$ cat src/rtl/ft_tx_framer.sv
// rtl/ft_tx_framer.sv - FT245 reply framer: 0x55 header, RAM payload, 0xAA trailer, FT_WR handshake
// Optional FT_TX_TIMEOUT_EN: abort with error after TIMEOUT_CYCLES stalled in WAIT_TXE.
module ft_tx_framer #(
  parameter logic [7:0] HEADER_KEY_SYMBOL         = 8'd85,
  parameter int         HEADER_KEY_SYMBOL_NUMBER  = 12,
  parameter logic [7:0] TRAILER_KEY_SYMBOL        = 8'd170,
  parameter int         TRAILER_KEY_SYMBOL_NUMBER = 8,
  parameter logic [7:0] ERROR_SYMBOL              = 8'hEE,
  parameter int         MAX_PAYLOAD               = 256,
  parameter int         WR_PULSE_CYCLES           = 3,
  parameter int         WR_GAP_CYCLES             = 2,
  parameter int         TIMEOUT_CYCLES            = 65535
) (
  input  logic       clk,
  input  logic       rst_n,
  input  logic       start,
  input  logic [8:0] payload_len,
  output logic       rd_en,
  output logic [7:0] rd_addr,
  input  logic [7:0] rd_data,
  output logic       busy,
  output logic       done,
  output logic       error,
  input  logic       FT_TXEn,
  output logic       FT_WR,
  output logic [7:0] FT_DATA_Out,
  output logic       FT_DATA_OE
);

  typedef enum logic [2:0] {
    S_IDLE, S_FETCH, S_LOAD, S_WAIT_TXE, S_STROBE, S_HOLD, S_GAP, S_DONE
  } state_t;

  typedef enum logic [1:0] {SEC_HDR, SEC_PAY, SEC_TRL} section_t;

  localparam logic [8:0] HDR_LAST   = 9'(HEADER_KEY_SYMBOL_NUMBER - 1);
  localparam logic [8:0] TRL_LAST   = 9'(TRAILER_KEY_SYMBOL_NUMBER - 1);
  localparam logic [8:0] MAX_LEN    = 9'(MAX_PAYLOAD);
  localparam logic [7:0] PULSE_LAST = 8'(WR_PULSE_CYCLES - 1);
  localparam logic [7:0] GAP_LAST   = 8'(WR_GAP_CYCLES - 1);

  state_t     state_q, state_d;
  section_t   section_q;
  logic [8:0] idx_q, len_q;
  logic [7:0] byte_q, cnt_q;
  logic       err_q;
  logic       txe_s1, txe_s2, txe_ok;
  logic       last_byte, bad_len, timeout;

  always_ff @(posedge clk or negedge rst_n) begin
    if (!rst_n) begin
      txe_s1 <= 1'b1;
      txe_s2 <= 1'b1;
    end else begin
      txe_s1 <= FT_TXEn;
      txe_s2 <= txe_s1;
    end
  end

  assign txe_ok  = ~txe_s2;
  assign bad_len = (payload_len == 9'd0) || (payload_len > MAX_LEN);

`ifdef FT_TX_TIMEOUT_EN
  localparam logic [15:0] TO_LAST = 16'(TIMEOUT_CYCLES - 1);
  logic [15:0] to_cnt_q;

  always_ff @(posedge clk or negedge rst_n) begin
    if (!rst_n)                    to_cnt_q <= '0;
    else if (state_q == S_WAIT_TXE) to_cnt_q <= to_cnt_q + 16'd1;
    else                           to_cnt_q <= '0;
  end

  assign timeout = (state_q == S_WAIT_TXE) && !txe_ok && (to_cnt_q == TO_LAST);
`else
  assign timeout = 1'b0;
`endif

  always_comb begin
    last_byte = 1'b0;
    case (section_q)
      SEC_HDR: last_byte = (idx_q == HDR_LAST);
      SEC_PAY: last_byte = (idx_q == len_q - 9'd1);
      default: last_byte = (idx_q == TRL_LAST);
    endcase
  end

  always_ff @(posedge clk or negedge rst_n) begin
    if (!rst_n) state_q <= S_IDLE;
    else        state_q <= state_d;
  end

  always_comb begin
    state_d = state_q;
    case (state_q)
      S_IDLE:     if (start) state_d = S_FETCH;
      S_FETCH:    state_d = (section_q == SEC_PAY) ? S_LOAD : S_WAIT_TXE;
      S_LOAD:     state_d = S_WAIT_TXE;
      S_WAIT_TXE: begin
        if (txe_ok)       state_d = S_STROBE;
        else if (timeout) state_d = S_DONE;
      end
      S_STROBE:   if (cnt_q == PULSE_LAST) state_d = S_HOLD;
      S_HOLD:     state_d = S_GAP;
      S_GAP: begin
        if (cnt_q == GAP_LAST)
          state_d = (last_byte && section_q == SEC_TRL) ? S_DONE : S_FETCH;
      end
      S_DONE:     state_d = S_IDLE;
      default:    state_d = S_IDLE;
    endcase
  end

  always_ff @(posedge clk or negedge rst_n) begin
    if (!rst_n) begin
      section_q <= SEC_HDR;
      idx_q     <= '0;
      len_q     <= '0;
      byte_q    <= '0;
      cnt_q     <= '0;
      err_q     <= 1'b0;
    end else begin
      cnt_q <= (state_d != state_q) ? 8'd0 : cnt_q + 8'd1;
      case (state_q)
        S_IDLE: if (start) begin
          section_q <= SEC_HDR;
          idx_q     <= '0;
          err_q     <= bad_len;
          len_q     <= bad_len ? 9'd1 : payload_len;
        end
        S_FETCH: begin
          if (section_q == SEC_HDR)      byte_q <= HEADER_KEY_SYMBOL;
          else if (section_q == SEC_TRL) byte_q <= TRAILER_KEY_SYMBOL;
        end
        S_LOAD:     byte_q <= err_q ? ERROR_SYMBOL : rd_data;
        S_WAIT_TXE: if (timeout) err_q <= 1'b1;
        S_GAP: if (cnt_q == GAP_LAST) begin
          if (last_byte) begin
            idx_q     <= '0;
            section_q <= (section_q == SEC_HDR) ? SEC_PAY : SEC_TRL;
          end else begin
            idx_q <= idx_q + 9'd1;
          end
        end
        default: ;
      endcase
    end
  end

  assign busy        = (state_q != S_IDLE) && (state_q != S_DONE);
  assign done        = (state_q == S_DONE);
  assign error       = done && err_q;
  assign rd_en       = (state_q == S_FETCH) && (section_q == SEC_PAY) && !err_q;
  assign rd_addr     = idx_q[7:0];
  assign FT_WR       = (state_q == S_STROBE);
  assign FT_DATA_OE  = (state_q == S_WAIT_TXE) || (state_q == S_STROBE) || (state_q == S_HOLD);
  assign FT_DATA_Out = byte_q;

endmodule
$ cat config.mk
export PLATFORM = sky130hd
export DESIGN_NAME = ft_tx_framer
export DESIGN_NICKNAME = d
export VERILOG_FILES = /design/src/rtl/ft_tx_framer.sv
export SDC_FILE = /design/constraint.sdc
export NUM_CORES = 1
export LEC_CHECK = 0
export BUFFER_PORTS_ARGS = -buffer_cell sky130_fd_sc_hd__buf_2
export CAP_MARGIN = 10
export CORE_UTILIZATION = 50
export DETAILED_ROUTE_END_ITERATION = 8
export PLACE_DENSITY_LB_ADDON = 0.08
export SYNTH_ARGS = -nofsm -noshare
export SYNTH_HDL_FRONTEND = slang
export SYNTH_SLANG_ARGS = --single-unit
$ cat constraint.sdc
create_clock -name clk -period 3.95 [get_ports clk]
set_clock_uncertainty 0.15 [all_clocks]
set_input_delay 0.79 -clock clk [delete_from_list [all_inputs] [get_ports clk]]
set_output_delay 0.79 -clock clk [all_outputs]
set_load 0.05 [all_outputs]
Yosys cells after proc, flatten, opt, wreduce, memory -nomap -nowiden. Cells that the tools add are included.

Logic and storage cells: 75. Flip-flop bits (word level): 42. ROM bits: 0. Memory bits (writable): 0. Memories kept: 0. Bits of input ports: 21. Latch bits: 0. Output and inout port bits: 22.

Add/sub/neg operators: 3. Shift-type cells: 0. Magnitude comparators: 1. $mul: 0. Equality and inequality tests: 20. Div/mod/pow operators: 0. Reductions and logical operators: 19. Bitwise logic cells: 0. Multiplexer cells: 23.

Operators by type and width (number): 2-to-1 mux 9 bit (4); 2-to-1 mux 8 bit (4); case mux 3 bit (8 select lines) (1); case mux 9 bit (2 select lines) (1); case mux 8 bit (2 select lines) (1); 2-to-1 mux 3 bit (5); == test 3 bit, second input constant (4); adder 9 x 1 -> 9 bit, second input constant (1); == test 9 x 3 -> 1 bit, second input constant (1); == test 9 x 4 -> 1 bit, second input constant (1); == test 9 bit (1); greater-than comparator 9 bit, second input constant (1); logical NOT 9 bit (1); subtractor 9 x 1 -> 9 bit, second input constant (1); adder 8 x 1 -> 8 bit, second input constant (1); == test 8 x 1 -> 1 bit, second input constant (1); == test 8 x 2 -> 1 bit, second input constant (1); 2-to-1 mux 2 bit (4); == test 3 x 2 -> 1 bit, second input constant (2); != test 2 bit, second input constant (3); != test 3 bit, second input constant (2); logical AND 1 bit (5); case mux 2 bit (2 select lines) (1); AND reduction 2 bit (2); 14 further kinds (17).

Longest topological paths before layout.
Depth after elaboration: 9. Gate-level depth with buffers: 10. Gate-level depth less buffers: 9.

Worst setup path before layout. No wires, ideal clock.

Path type: reg2out. From: register section_q[1]. To: output rd_en. Buffers on the path: 1. Arrival: 2.226 ns. Path slack: 0.784 ns. Required time: 3.010 ns. Cell stages (with the launch flop): 4. Cell sequence: dfrtp_1 > clkbuf_1 > nand2b_1 > nor4_1.

Word-level cells in the longest chain between the ends: 3.

Ends and longest elaborated chain: start: declaration (line 43) `section_t section_q;`; start signal: assignment (line 139) `section_q <= (section_q == SEC_HDR) ? SEC_PAY : SEC_TRL;`; == test 2 x 1 -> 1 bit (line 152) `assign rd_en = (state_q == S_FETCH) && (section_q == SEC_PAY) && !err_q;`; logical AND 1 bit (2 in series) (line 152); end: declaration (line 18) `output logic rd_en,`.

Every way passes these cells.

Worst setup path in the final report.
From: register len_q[0]. To: register idx_q[7].

Word-level cells in the longest chain between the ends: 6.

Ends and longest elaborated chain: start: declaration (line 44) `logic [8:0] idx_q, len_q;`; start signal: assignment (line 128) `len_q <= bad_len ? 9'd1 : payload_len;`; subtractor 9 x 1 -> 9 bit (line 82) `SEC_PAY: last_byte = (idx_q == len_q - 9'd1);`; == test 9 bit (line 82); case mux 1 bit (2 select lines) (line 80) `case (section_q)`; 2-to-1 mux 9 bit (line 137) `if (last_byte) begin`; 2-to-1 mux 9 bit (line 136) `S_GAP: if (cnt_q == GAP_LAST) begin`; case mux 9 bit (2 select lines) (line 123) `case (state_q)`; end signal: assignment (line 141) `idx_q <= idx_q + 9'd1;`; end: declaration (line 44).

Every way passes these cells. The select of a mux whose other input is x is not followed. A chain may end at the register's enable or synchronous reset.

==> reports/qor.yml <==
drc: 0
syn_to_final_growth_pct: 10.76
die_area_um2: 5407
firstDrtPassIters: 4
tightest_slew_ns: 0.9169
power_density_nw_per_um2: 768.3
clkTransAtPathRegs_ns: 0.08
core_um2: 4817
h-tree-depth: 2
fin_nets: 353
yosysWarnings: 0
crit_buf_inv: 1
cellLeakagePower_uw: 0.001239
cts_buffers: 5
synth-seq-cells: 42
cp.required_ns: 3.95
grt_use_total_pct: 21.97
start_util_pct: 53.12
die_w_um: 73.54
cts_root_buf: "clkbuf_8"
wl_per_cell_um: 13.18
dp_hpwl_um: 3783
drt_wl_total_um: 5192
cp_top_family: "simple AND/OR/NAND/NOR gates"
portBuffers: 42
r2r_cells: 9
peakVddDrop_mv: 0.2970
path_class: "reg -> reg"
slew_violations: 0
final-setup-viol-count: 0
dp_cells: 386
die_h_um: 73.54
grt_pass1_wl_um: 9266
reg2reg_from: "len_q[0]"
synth_nets: 325
crit_cells: 9
grt_antenna_before_repair: 0
holdCritPathClass: "reg -> reg"
drt_iter0_markers: 122
rsz0062_at_grt: "no"
antennaDiodeCount: 0
outcome: "finished, final reports clean"
ys.flop_type: "dfrtp_1"
max_freq_mhz: 288.4
startpoint: "len_q[0]"
ctsHoldBuffers: 0
final_hold_viol_count: 0
max-slew-margin-rel_pct: 38.81
critPathLaunchType: "flop"
synth-edff-count: 0
finalNonFillerCells: 394
drive_above_1_share_pct: 18.65
slowest_delay_ns: 0.49
setup_tns_ns: 0
critPathSlowestCell: "o2111ai_1"
gr-total-overflow: 0
synth_area_um2: 2559
crit_fanout: 12
gp_congestion: 0.7787
grt_max_degree: 43
fin_crit_ns: 3.467
first_global_vias: 2044
period_share_pct: 87.78
crit_chain: "inv_1, ha_1, or3b_2, or4_4, and3_4, nor4_2, o2111ai_1, nand3_1, o311ai_0"
synthArstFlopShare_pct: 100.0
insertion_delay_ns: 0.29
cts_resized: 0
ant_nets: 0
r2r_slack_ns: 0.48
worstSetupEndpointType: "flop"
cts.sinks: 42
yosysUniqueCellTypes: 52
worstPathArrival_ns: 3.47
viasPerCell: 5.503
clockBufferDepth: 2
rows: 25
via_count: 2168
cts_tree: "yes"
drv_cap: 0
avgSynthCellArea_um2: 8.586
endpoint: "idx_q[7]"
postCtsSetupRepairBufs: 0
synth_cells: 298
rr_endpoint: "idx_q[7]"
ys_seq_area_share_pct: 41.17
ios: 43
## per-layer routing
layer,up-vias,track usage (%),routed length [µm]
met3,4,4.527,187
met5,-,0,0
li1,1114,-,-
met2,44,35.37,2367
met4,0,5.342,46
met1,1006,30.32,2590
## power breakdown
| part | leakage [µW] | internal, µW | total [µW] | switching (µW) |
|---|---|---|---|---|
| Combinational | 0.000655 | 367 | 1100 | 731 |
| Clock | 0.0000472 | 141 | 291 | 150 |
| Sequential | 0.000536 | 574 | 789 | 215 |
| Total | 0.00124 | 1080 | 2180 | 1100 |
## cell type report
type                       instances  area [µm²]
inverter                          13       48.80
fill                             470        1983
timing repair buffer              43       217.7
clock inverter                     2       12.51
multi-input combinational        221        1335
tap                               67       83.83
clock buffer                       6       82.58
sequential                        42        1054
## cells in the final DEF, fill, tap and decap left out, types with 3 or more instances in the layout
cell type,Yosys,final
buf_2,1,42
dfrtp_1,40,40
nand2_1,32,32
o21ai_0,28,28
nor2_1,25,25
nand3_1,18,18
inv_1,12,12
nand2b_1,10,10
nor3_1,8,8
o211ai_1,8,8
xnor2_1,6,6
a21oi_1,6,6
xor2_1,6,6
nand4_1,6,6
a31oi_1,6,6
ha_1,6,6
clkbuf_8,0,6
or4_1,5,5
and3_1,5,5
or3_1,5,5
o21a_1,3,3
mux2i_1,3,3
o311ai_0,3,3
## worst min path at each step
stage          startpoint     end  slack (ns)  depth (start not counted)
4_1_cts            txe_s1  txe_s2        0.21                          0
5_1_grt            txe_s1  txe_s2        0.22                          0
2_1_floorplan      txe_s1  txe_s2        0.20                          0
3_5_place_dp       txe_s1  txe_s2        0.20                          0
6_report           txe_s1  txe_s2        0.21                          0
3_3_place_gp       txe_s1  txe_s2        0.20                          0
## cells by family after synthesis
family / share of synthesized area (%)
XOR/XNOR: 4.108
multiplexers: 2.054
flip-flops: 41.17
AND/OR/NAND/NOR: 26.50
adder cells (fa/ha/maj): 2.934
buffers and inverters: 6.650
AO/OA/AOI/OAI: 16.58
## worst register-to-register path, cell delays in order, from the launching register on
cell,delay (ns)
dfrtp_1,0.43
inv_1,0.11
ha_1,0.25
or3b_2,0.47
or4_4,0.43
and3_4,0.19
nor4_2,0.24
o2111ai_1,0.49
nand3_1,0.39
o311ai_0,0.18
## cells in the mapped netlist (2+ instances only)
master     count  area [µm²]
dfrtp_1       40        1001
nand2_1       32       120.1
o21ai_0       28       140.1
nor2_1        25       93.84
nand3_1       18       90.09
inv_1         12       45.04
clkbuf_1      11       41.29
nand2b_1      10       62.56
buf_4          8       60.06
nor3_1         8       40.04
o211ai_1       8       60.06
a21oi_1        6       30.03
a31oi_1        6       37.54
ha_1           6       75.07
nand4_1        6       37.54
xnor2_1        6       52.55
xor2_1         6       52.55
and3_1         5       31.28
or3_1          5       31.28
or4_1          5       37.54
mux2i_1        3       30.03
o21a_1         3       22.52
o311ai_0       3       26.28
a2111oi_0      2       17.52
and2_1         2       12.51
dfstp_2        2       52.55
mux2_2         2       22.52
nand3b_1       2       15.01
nor4_1         2       12.51
o22ai_1        2       12.51
o31ai_1        2       15.01
or4_4          2       22.52
## flip-flops by register name, indices dropped and copies added (netlist names)
| register | count |
|---|---|
| idx_q | 9 |
| len_q | 9 |
| FT_DATA_Out | 8 |
| cnt_q | 8 |
| state_q | 3 |
| section_q | 2 |
| err_q | 1 |
| txe_s1 | 1 |
| txe_s2 | 1 |
## per-stage QoR
| step | area (µm²) | hold slack [ns] | utilization [%] | total power [µW] | setup slack (ns) |
|---|---|---|---|---|---|
| after floorplan | 2559 | 0.1952 | - | 1691 | 0.7843 |
| after global placement | 2739 | 0.2022 | 56.86 | 1883 | 0.6427 |
| after global routing | 2834 | 0.2225 | 58.83 | 2364 | 0.2188 |
| after CTS | 2834 | 0.2141 | 58.83 | 2190 | 0.4501 |
| final | 2834 | 0.2114 | 58.83 | 2177 | 0.4829 |
| after detailed placement | 2739 | 0.2016 | 56.86 | 1899 | 0.4586 |
(Power assumes the default switching activity.)
